$ cat src/rtl/wb_pkg.sv
`default_nettype none
// ============================================================================
// Module      : wb_pkg
// Description : Shared constants for the writeback stage: load funct3 codes,
//               FSM state encoding and default datapath widths.
// Revision    : 1.0 - initial release
// ============================================================================
package wb_pkg;

    localparam int DEF_XLEN   = 32;
    localparam int DEF_REG_AW = 5;

    localparam logic [2:0] F3_LB  = 3'b000;
    localparam logic [2:0] F3_LH  = 3'b001;
    localparam logic [2:0] F3_LW  = 3'b010;
    localparam logic [2:0] F3_LBU = 3'b100;
    localparam logic [2:0] F3_LHU = 3'b101;

    localparam logic [0:0] IDLE      = 1'b0;
    localparam logic [0:0] WAIT_LOAD = 1'b1;

endpackage
`default_nettype wire

$ cat src/rtl/wb_stage_if.sv
`default_nettype none
// ============================================================================
// Module      : wb_stage_if
// Description : MEM->WB handshake, data-memory response and register-file /
//               forwarding write port of the writeback stage.
// Revision    : 1.0 - initial release
// ============================================================================
interface wb_stage_if
    import wb_pkg::*;
#(
    parameter int XLEN   = DEF_XLEN,
    parameter int REG_AW = DEF_REG_AW
);
    logic              in_valid;
    logic              in_ready;
    logic [REG_AW-1:0] in_rd;
    logic              in_rd_we;
    logic              in_is_load;
    logic [2:0]        in_funct3;
    logic [1:0]        in_addr_lo;
    logic [XLEN-1:0]   in_alu_result;

    logic              dmem_rvalid;
    logic [XLEN-1:0]   dmem_rdata;

    logic              rf_we;
    logic [REG_AW-1:0] rf_waddr;
    logic [XLEN-1:0]   rf_wdata;

    logic              fwd_valid;
    logic [REG_AW-1:0] fwd_rd;
    logic [XLEN-1:0]   fwd_data;

    // Upstream / environment side
    modport master (
        output in_valid, in_rd, in_rd_we, in_is_load, in_funct3, in_addr_lo,
               in_alu_result, dmem_rvalid, dmem_rdata,
        input  in_ready, rf_we, rf_waddr, rf_wdata, fwd_valid, fwd_rd, fwd_data
    );

    // Writeback stage side
    modport slave (
        input  in_valid, in_rd, in_rd_we, in_is_load, in_funct3, in_addr_lo,
               in_alu_result, dmem_rvalid, dmem_rdata,
        output in_ready, rf_we, rf_waddr, rf_wdata, fwd_valid, fwd_rd, fwd_data
    );

endinterface
`default_nettype wire

$ cat src/rtl/load_extract.sv
`default_nettype none
// ============================================================================
// Module      : load_extract
// Description : Combinational load-data alignment and sign/zero extension.
// Revision    : 1.0 - initial release
// ============================================================================
module load_extract
    import wb_pkg::*;
#(
    parameter int XLEN = DEF_XLEN
) (
    input  wire logic [XLEN-1:0] i_rdata,
    input  wire logic [2:0]      i_funct3,
    input  wire logic [1:0]      i_addr_lo,
    output logic      [XLEN-1:0] o_result
);

    logic [XLEN-1:0] w_byte_sh;
    logic [XLEN-1:0] w_half_sh;

    // Bring the addressed lane down to bit 0; halfwords only use addr_lo[1]
    assign w_byte_sh = i_rdata >> {i_addr_lo, 3'b000};
    assign w_half_sh = i_rdata >> {i_addr_lo[1], 4'b0000};

    always_comb begin
        o_result = i_rdata;
        case (i_funct3)
            F3_LB:   o_result = {{(XLEN-8){w_byte_sh[7]}}, w_byte_sh[7:0]};
            F3_LBU:  o_result = {{(XLEN-8){1'b0}}, w_byte_sh[7:0]};
            F3_LH:   o_result = {{(XLEN-16){w_half_sh[15]}}, w_half_sh[15:0]};
            F3_LHU:  o_result = {{(XLEN-16){1'b0}}, w_half_sh[15:0]};
            F3_LW:   o_result = i_rdata;
            default: o_result = i_rdata;
        endcase
    end

endmodule
`default_nettype wire

$ cat src/rtl/wb_stage.sv
`default_nettype none
// ============================================================================
// Module      : wb_stage
// Description : Writeback stage: accepts retiring instructions, waits for load
//               data, drives the register-file write port and forwarding copy.
// Revision    : 1.0 - initial release
// ============================================================================
module wb_stage
    import wb_pkg::*;
#(
    parameter int XLEN   = DEF_XLEN,
    parameter int REG_AW = DEF_REG_AW,
    parameter int CNT_W  = 32
) (
    input  wire logic        clk,
    input  wire logic        rst,
    wb_stage_if.slave        bus,
    output logic [CNT_W-1:0] retire_cnt,
    output logic             err_rvalid
);

    localparam logic [CNT_W-1:0] c_cnt_one = {{(CNT_W-1){1'b0}}, 1'b1};

    logic [0:0]        r_state;
    logic [REG_AW-1:0] r_rd;
    logic              r_rd_we;
    logic [2:0]        r_funct3;
    logic [1:0]        r_addr_lo;

    logic              r_rf_we;
    logic [REG_AW-1:0] r_rf_waddr;
    logic [XLEN-1:0]   r_rf_wdata;
    logic [CNT_W-1:0]  r_retire_cnt;
    logic              r_err_rvalid;

    logic              w_accept;
    logic [XLEN-1:0]   w_load_data;

    assign bus.in_ready = (r_state == IDLE);
    assign w_accept     = bus.in_valid & bus.in_ready;

    load_extract #(
        .XLEN (XLEN)
    ) u_load_extract (
        .i_rdata   (bus.dmem_rdata),
        .i_funct3  (r_funct3),
        .i_addr_lo (r_addr_lo),
        .o_result  (w_load_data)
    );

    always_ff @(posedge clk) begin
        if (rst) begin
            r_state      <= IDLE;
            r_rd         <= '0;
            r_rd_we      <= 1'b0;
            r_funct3     <= '0;
            r_addr_lo    <= '0;
            r_rf_we      <= 1'b0;
            r_rf_waddr   <= '0;
            r_rf_wdata   <= '0;
            r_retire_cnt <= '0;
            r_err_rvalid <= 1'b0;
        end else begin
            r_rf_we <= 1'b0;
            case (r_state)
                IDLE: begin
                    // A response with no load outstanding is a protocol error
                    if (bus.dmem_rvalid) begin
                        r_err_rvalid <= 1'b1;
                    end
                    if (w_accept) begin
                        if (bus.in_is_load) begin
                            r_rd      <= bus.in_rd;
                            r_rd_we   <= bus.in_rd_we;
                            r_funct3  <= bus.in_funct3;
                            r_addr_lo <= bus.in_addr_lo;
                            r_state   <= WAIT_LOAD;
                        end else begin
                            r_rf_we      <= bus.in_rd_we & (|bus.in_rd);
                            r_rf_waddr   <= bus.in_rd;
                            r_rf_wdata   <= bus.in_alu_result;
                            r_retire_cnt <= r_retire_cnt + c_cnt_one;
                        end
                    end
                end
                WAIT_LOAD: begin
                    if (bus.dmem_rvalid) begin
                        r_rf_we      <= r_rd_we & (|r_rd);
                        r_rf_waddr   <= r_rd;
                        r_rf_wdata   <= w_load_data;
                        r_retire_cnt <= r_retire_cnt + c_cnt_one;
                        r_state      <= IDLE;
                    end
                end
                default: r_state <= IDLE;
            endcase
        end
    end

    assign bus.rf_we     = r_rf_we;
    assign bus.rf_waddr  = r_rf_waddr;
    assign bus.rf_wdata  = r_rf_wdata;
    assign bus.fwd_valid = r_rf_we;
    assign bus.fwd_rd    = r_rf_waddr;
    assign bus.fwd_data  = r_rf_wdata;
    assign retire_cnt    = r_retire_cnt;
    assign err_rvalid    = r_err_rvalid;

endmodule
`default_nettype wire

$ cat src/flat_wrapper.sv
// flat-port wrapper written by rule: the top's interface ports become plain ports
module wb_stage_flat import wb_pkg::*;
#(
    parameter int XLEN   = DEF_XLEN,
    parameter int REG_AW = DEF_REG_AW,
    parameter int CNT_W  = 32
)
  (clk, rst, retire_cnt, err_rvalid, bus_in_valid, bus_in_rd, bus_in_rd_we, bus_in_is_load, bus_in_funct3, bus_in_addr_lo, bus_in_alu_result, bus_dmem_rvalid, bus_dmem_rdata, bus_in_ready, bus_rf_we, bus_rf_waddr, bus_rf_wdata, bus_fwd_valid, bus_fwd_rd, bus_fwd_data);
  wb_stage_if #(.XLEN(XLEN), .REG_AW(REG_AW)) bus_i ();
  input  wire logic clk;
  input  wire logic rst;
  output logic [CNT_W-1:0] retire_cnt;
  output logic err_rvalid;
  input wire logic [$bits(bus_i.in_valid)-1:0] bus_in_valid;
  input wire logic [$bits(bus_i.in_rd)-1:0] bus_in_rd;
  input wire logic [$bits(bus_i.in_rd_we)-1:0] bus_in_rd_we;
  input wire logic [$bits(bus_i.in_is_load)-1:0] bus_in_is_load;
  input wire logic [$bits(bus_i.in_funct3)-1:0] bus_in_funct3;
  input wire logic [$bits(bus_i.in_addr_lo)-1:0] bus_in_addr_lo;
  input wire logic [$bits(bus_i.in_alu_result)-1:0] bus_in_alu_result;
  input wire logic [$bits(bus_i.dmem_rvalid)-1:0] bus_dmem_rvalid;
  input wire logic [$bits(bus_i.dmem_rdata)-1:0] bus_dmem_rdata;
  output wire logic [$bits(bus_i.in_ready)-1:0] bus_in_ready;
  output wire logic [$bits(bus_i.rf_we)-1:0] bus_rf_we;
  output wire logic [$bits(bus_i.rf_waddr)-1:0] bus_rf_waddr;
  output wire logic [$bits(bus_i.rf_wdata)-1:0] bus_rf_wdata;
  output wire logic [$bits(bus_i.fwd_valid)-1:0] bus_fwd_valid;
  output wire logic [$bits(bus_i.fwd_rd)-1:0] bus_fwd_rd;
  output wire logic [$bits(bus_i.fwd_data)-1:0] bus_fwd_data;
  assign bus_i.in_valid = bus_in_valid;
  assign bus_i.in_rd = bus_in_rd;
  assign bus_i.in_rd_we = bus_in_rd_we;
  assign bus_i.in_is_load = bus_in_is_load;
  assign bus_i.in_funct3 = bus_in_funct3;
  assign bus_i.in_addr_lo = bus_in_addr_lo;
  assign bus_i.in_alu_result = bus_in_alu_result;
  assign bus_i.dmem_rvalid = bus_dmem_rvalid;
  assign bus_i.dmem_rdata = bus_dmem_rdata;
  assign bus_in_ready = bus_i.in_ready;
  assign bus_rf_we = bus_i.rf_we;
  assign bus_rf_waddr = bus_i.rf_waddr;
  assign bus_rf_wdata = bus_i.rf_wdata;
  assign bus_fwd_valid = bus_i.fwd_valid;
  assign bus_fwd_rd = bus_i.fwd_rd;
  assign bus_fwd_data = bus_i.fwd_data;
  wb_stage #(.XLEN(XLEN), .REG_AW(REG_AW), .CNT_W(CNT_W)) u_core (.clk(clk), .rst(rst), .bus(bus_i), .retire_cnt(retire_cnt), .err_rvalid(err_rvalid));
endmodule
$ cat config.mk
export PLATFORM = sky130hd
export DESIGN_NAME = wb_stage_flat
export DESIGN_NICKNAME = d
export VERILOG_FILES = /design/src/rtl/wb_pkg.sv /design/src/rtl/wb_stage_if.sv /design/src/rtl/load_extract.sv /design/src/rtl/wb_stage.sv /design/src/flat_wrapper.sv
export SDC_FILE = /design/constraint.sdc
export NUM_CORES = 1
export LEC_CHECK = 0
export ABC_CLOCK_PERIOD_IN_PS = 1800
export BUFFER_PORTS_ARGS = -buffer_cell sky130_fd_sc_hd__buf_2
export CAP_MARGIN = 20
export CORE_MARGIN = 1.5
export CORE_UTILIZATION = 43
export DETAILED_ROUTE_END_ITERATION = 10
export PLACE_DENSITY_LB_ADDON = 0.2
export SLEW_MARGIN = 30
export SYNTH_ARGS = -nofsm -noshare
export SYNTH_HDL_FRONTEND = slang
export SYNTH_SLANG_ARGS = --single-unit
$ cat constraint.sdc
create_clock -name clk -period 1.8 [get_ports clk]
set_input_delay 0.36 -clock clk [delete_from_list [all_inputs] [get_ports clk]]
set_output_delay 0.36 -clock clk [all_outputs]
set_load 0.005 [all_outputs]
==> run summary <==
DPL Wire Length - 9630 um
Num ports - 190
Hold Fails Final Rpt - 0
Clock Path Buffers - 2
Core Box Area - 9860 um^2
Async set-or-reset flop fraction in the synthesized netlist - 0%
GRT overflow - 0
H-tree level count - 3
Skew final - 13.4 ps
Total track usage - 23.7%
Crit path DAT - 2020 ps
Syn avg cell area - 8.26 um^2
Top FF cell, synth - dfxtp_1
HP Start - bus_in_funct3[0]
Placed cells - 818
Commonest non-fill, non-tap cell in the layout - buf_2
Vias in the first global route - 4,317
RSZ-0062 raised after global routing - true
Slew Limit Fails - 0
Max-cap violations - 0
Tcrit/Tclk final - 99.8%
Initial DRT Pass Iterations - 4
Critical path launch point - u_core.r_addr_lo[1]
Post-synthesis mux area share - 5.32%
Initial core utilization - 44.5%
# diodes - 0
CP Launch Type - flip-flop
Cell count after synthesis - 532
Critical path fanouts, max - 8
# setup viols final - 0
Worst-path clk slew - 90 ps
WP data required - 2020 ps
Area delta synth->final - 30.5%
EDFF count, synth - 0
CTS tree - yes
Synth Warn # - 0
Post-Route WL - 13,000 um
Largest net degree at the start of global routing - 42
Routability cong. - 0.845
Antenna violations before repair - 1
Net count after synthesis - 613
Final Cell Area - 5730 um^2
Vias/cell - 5.36
Tmin final - 1800 ps
# clock sinks - 83
Main combinational cell family by area after synthesis - simple AND/OR/NAND/NOR gates
Non-Filler Instances - 839
First-pass GRT wire length - 20,900 um
Seq/Total Area, Yosys - 37.8%
Crit end category - flip-flop
Fill cells - 877
Layout cell share with drive strength beyond 1 - 39.2%
Routed via count - 4,501
DRC viols - 0
Peak VDD IR - 435 uV
Power per cell area - 718 nW/um^2
DRT iter0 DRCs - 209
Yosys cell types - 51
Leakage - 2.53 nW
Die W - 104 um
Post-synthesis compound-gate area fraction - 18.7%
Mapped Area - 4390 um^2
Hold Crit Depth - 3
Yosys top cell by area - dfxtp_1
Clock Latency Late Sink - 360 ps
Antenna-violating nets left - 0
Worst-Margin Slew - 508 ps
Worst hold path type - primary input to flip-flop
Std-Cell Rows - 36
Reg2reg path depth - 5
Routed len/inst - 15.5 um
Most frequent cells in the layout - buf_2, dfxtp_1, nand2_1
Crit path kind - flip-flop to flip-flop
F_max - 557 MHz
Total CTS buffers - 9
Die Y - 104 um
Xor and xnor area share after synthesis - 4.98%
Nets - 782
RR Startpoint - u_core.r_addr_lo[1]
DIE AREA - 10,800 um^2
Root Buffer - clkbuf_8
Post-place instance area - 5400 um^2
Yosys top cell area share - 37.8%
Rel. slew slack - 66.0%
Area contributors post-synth - dfxtp_1, buf_4, nand2_1, mux2i_1, nor2_1
#FFs+latches synth - 83
Port Buf Inserts - 189
Simple-gate share of the synthesized area - 20.7%
Status - completed
Adder-cell share of the synthesized area - 0.285%
worst paths after layout:
kind	end	slack, ps
hold / removal	u_core.r_funct3[0]	240
setup / recovery	u_core.bus.fwd_data[31]	3
setup reg to reg	u_core.bus.fwd_data[31]	3
hold reg to reg	u_core.err_rvalid	470
cells in the mapped netlist (all sizes together), types with 2 or more instances:
cell and instances:
a2111oi 2, inv 16, or3 12, buf 59
xnor2 22, a21oi 22, nor2 54, a211oi 15
o21ai 36, o211ai 4, xor2 3, nor4 4
a22oi 4, or4 3, nand2b 3, nor3 18
clkbuf 18, a31oi 2, a221oi 21, a2bb2oi 3
dfxtp 83, and4 6, nor2b 5, nand4 3
mux2i 20, o221ai 6, nand2 63, nand3 12
cell families after synthesis:
| family | Yosys count |
|---|---|
| and+or+nand+nor | 188 |
| AOI/OAI and AO/OA | 119 |
| buffers and inverters | 94 |
| DFF | 83 |
| xor gates and xnor gates | 25 |
| muxes | 22 |
| adders and majority gates | 1 |
stage by stage:
| step | worst slack [ps] | TNS (ps) | hold slack [ps] | power, W | util, % |
|---|---|---|---|---|---|
| global route | -28.0 | -182 | 245 | 0.00431 | 58.1 |
| CTS | 14.5 | 0 | 239 | 0.00412 | 57.0 |
| global placement | -89.8 | -1430 | 449 | 0.00272 | 54.7 |
| floorplan | 31.0 | 0 | 460 | 0.00244 | - |
| finish | 3.07 | 0 | 241 | 0.00412 | 58.1 |
| detailed placement | -124 | -1860 | 453 | 0.00273 | 54.7 |
sequential cells by signal, summed over array words and instances (netlist names):
signal                count
u_core.err_rvalid         1
u_core.r_rd_we            1
u_core.r_state            1
u_core.r_addr_lo          2
u_core.bus.fwd_valid      1
u_core.bus.fwd_rd         5
u_core.bus.fwd_data      32
u_core.r_funct3           3
u_core.r_rd               5
u_core.retire_cnt        32
layout make-up:
cell class | count | area (um^2) | share of cell area (%)
Clock inverter | 5 | 61.3 | 1.07
Tap cell | 133 | 166 | 2.90
Clock buffer | 11 | 141 | 2.47
Timing Repair Buffer | 234 | 1350 | 23.5
Inverter | 17 | 65.1 | 1.13
Sequential cell | 83 | 1660 | 29.0
Multi-Input combinational cell | 356 | 2290 | 39.9
metal layers:
metal | track usage [%] | vias up | share of wire (%)
met5 | 0 | - | 0.092
met4 | 9.42 | 2 | 2.1
met3 | 4.82 | 21 | 5.7
met2 | 41.7 | 169 | 49
met1 | 28.2 | 2139 | 43
li1 | - | 2170 | -
critical path, cell delays in order, from the launching register on:
cell,delay (ps)
dfxtp_2,350
mux4_2,480
nor2b_4,140
or3_4,400
o21ai_4,160
a221oi_1,130
power breakdown:
part	internal (W)	switching, W	total (W)
Clock	0.000688	0.000722	0.00141
Combinational	0.000351	0.000372	0.000723
Sequential	0.00192	0.0000648	0.00198
timing repair:
item	CTS	global route
endpoints found under the setup margin	23	34
buffers inserted	0	4
gates resized for setup	4	13
pin swaps	0	3
hold buffers	0	0
endpoints found under the hold margin	0	0
cloned	1	0
No activity file was read; power rests on OpenSTA's default activity.
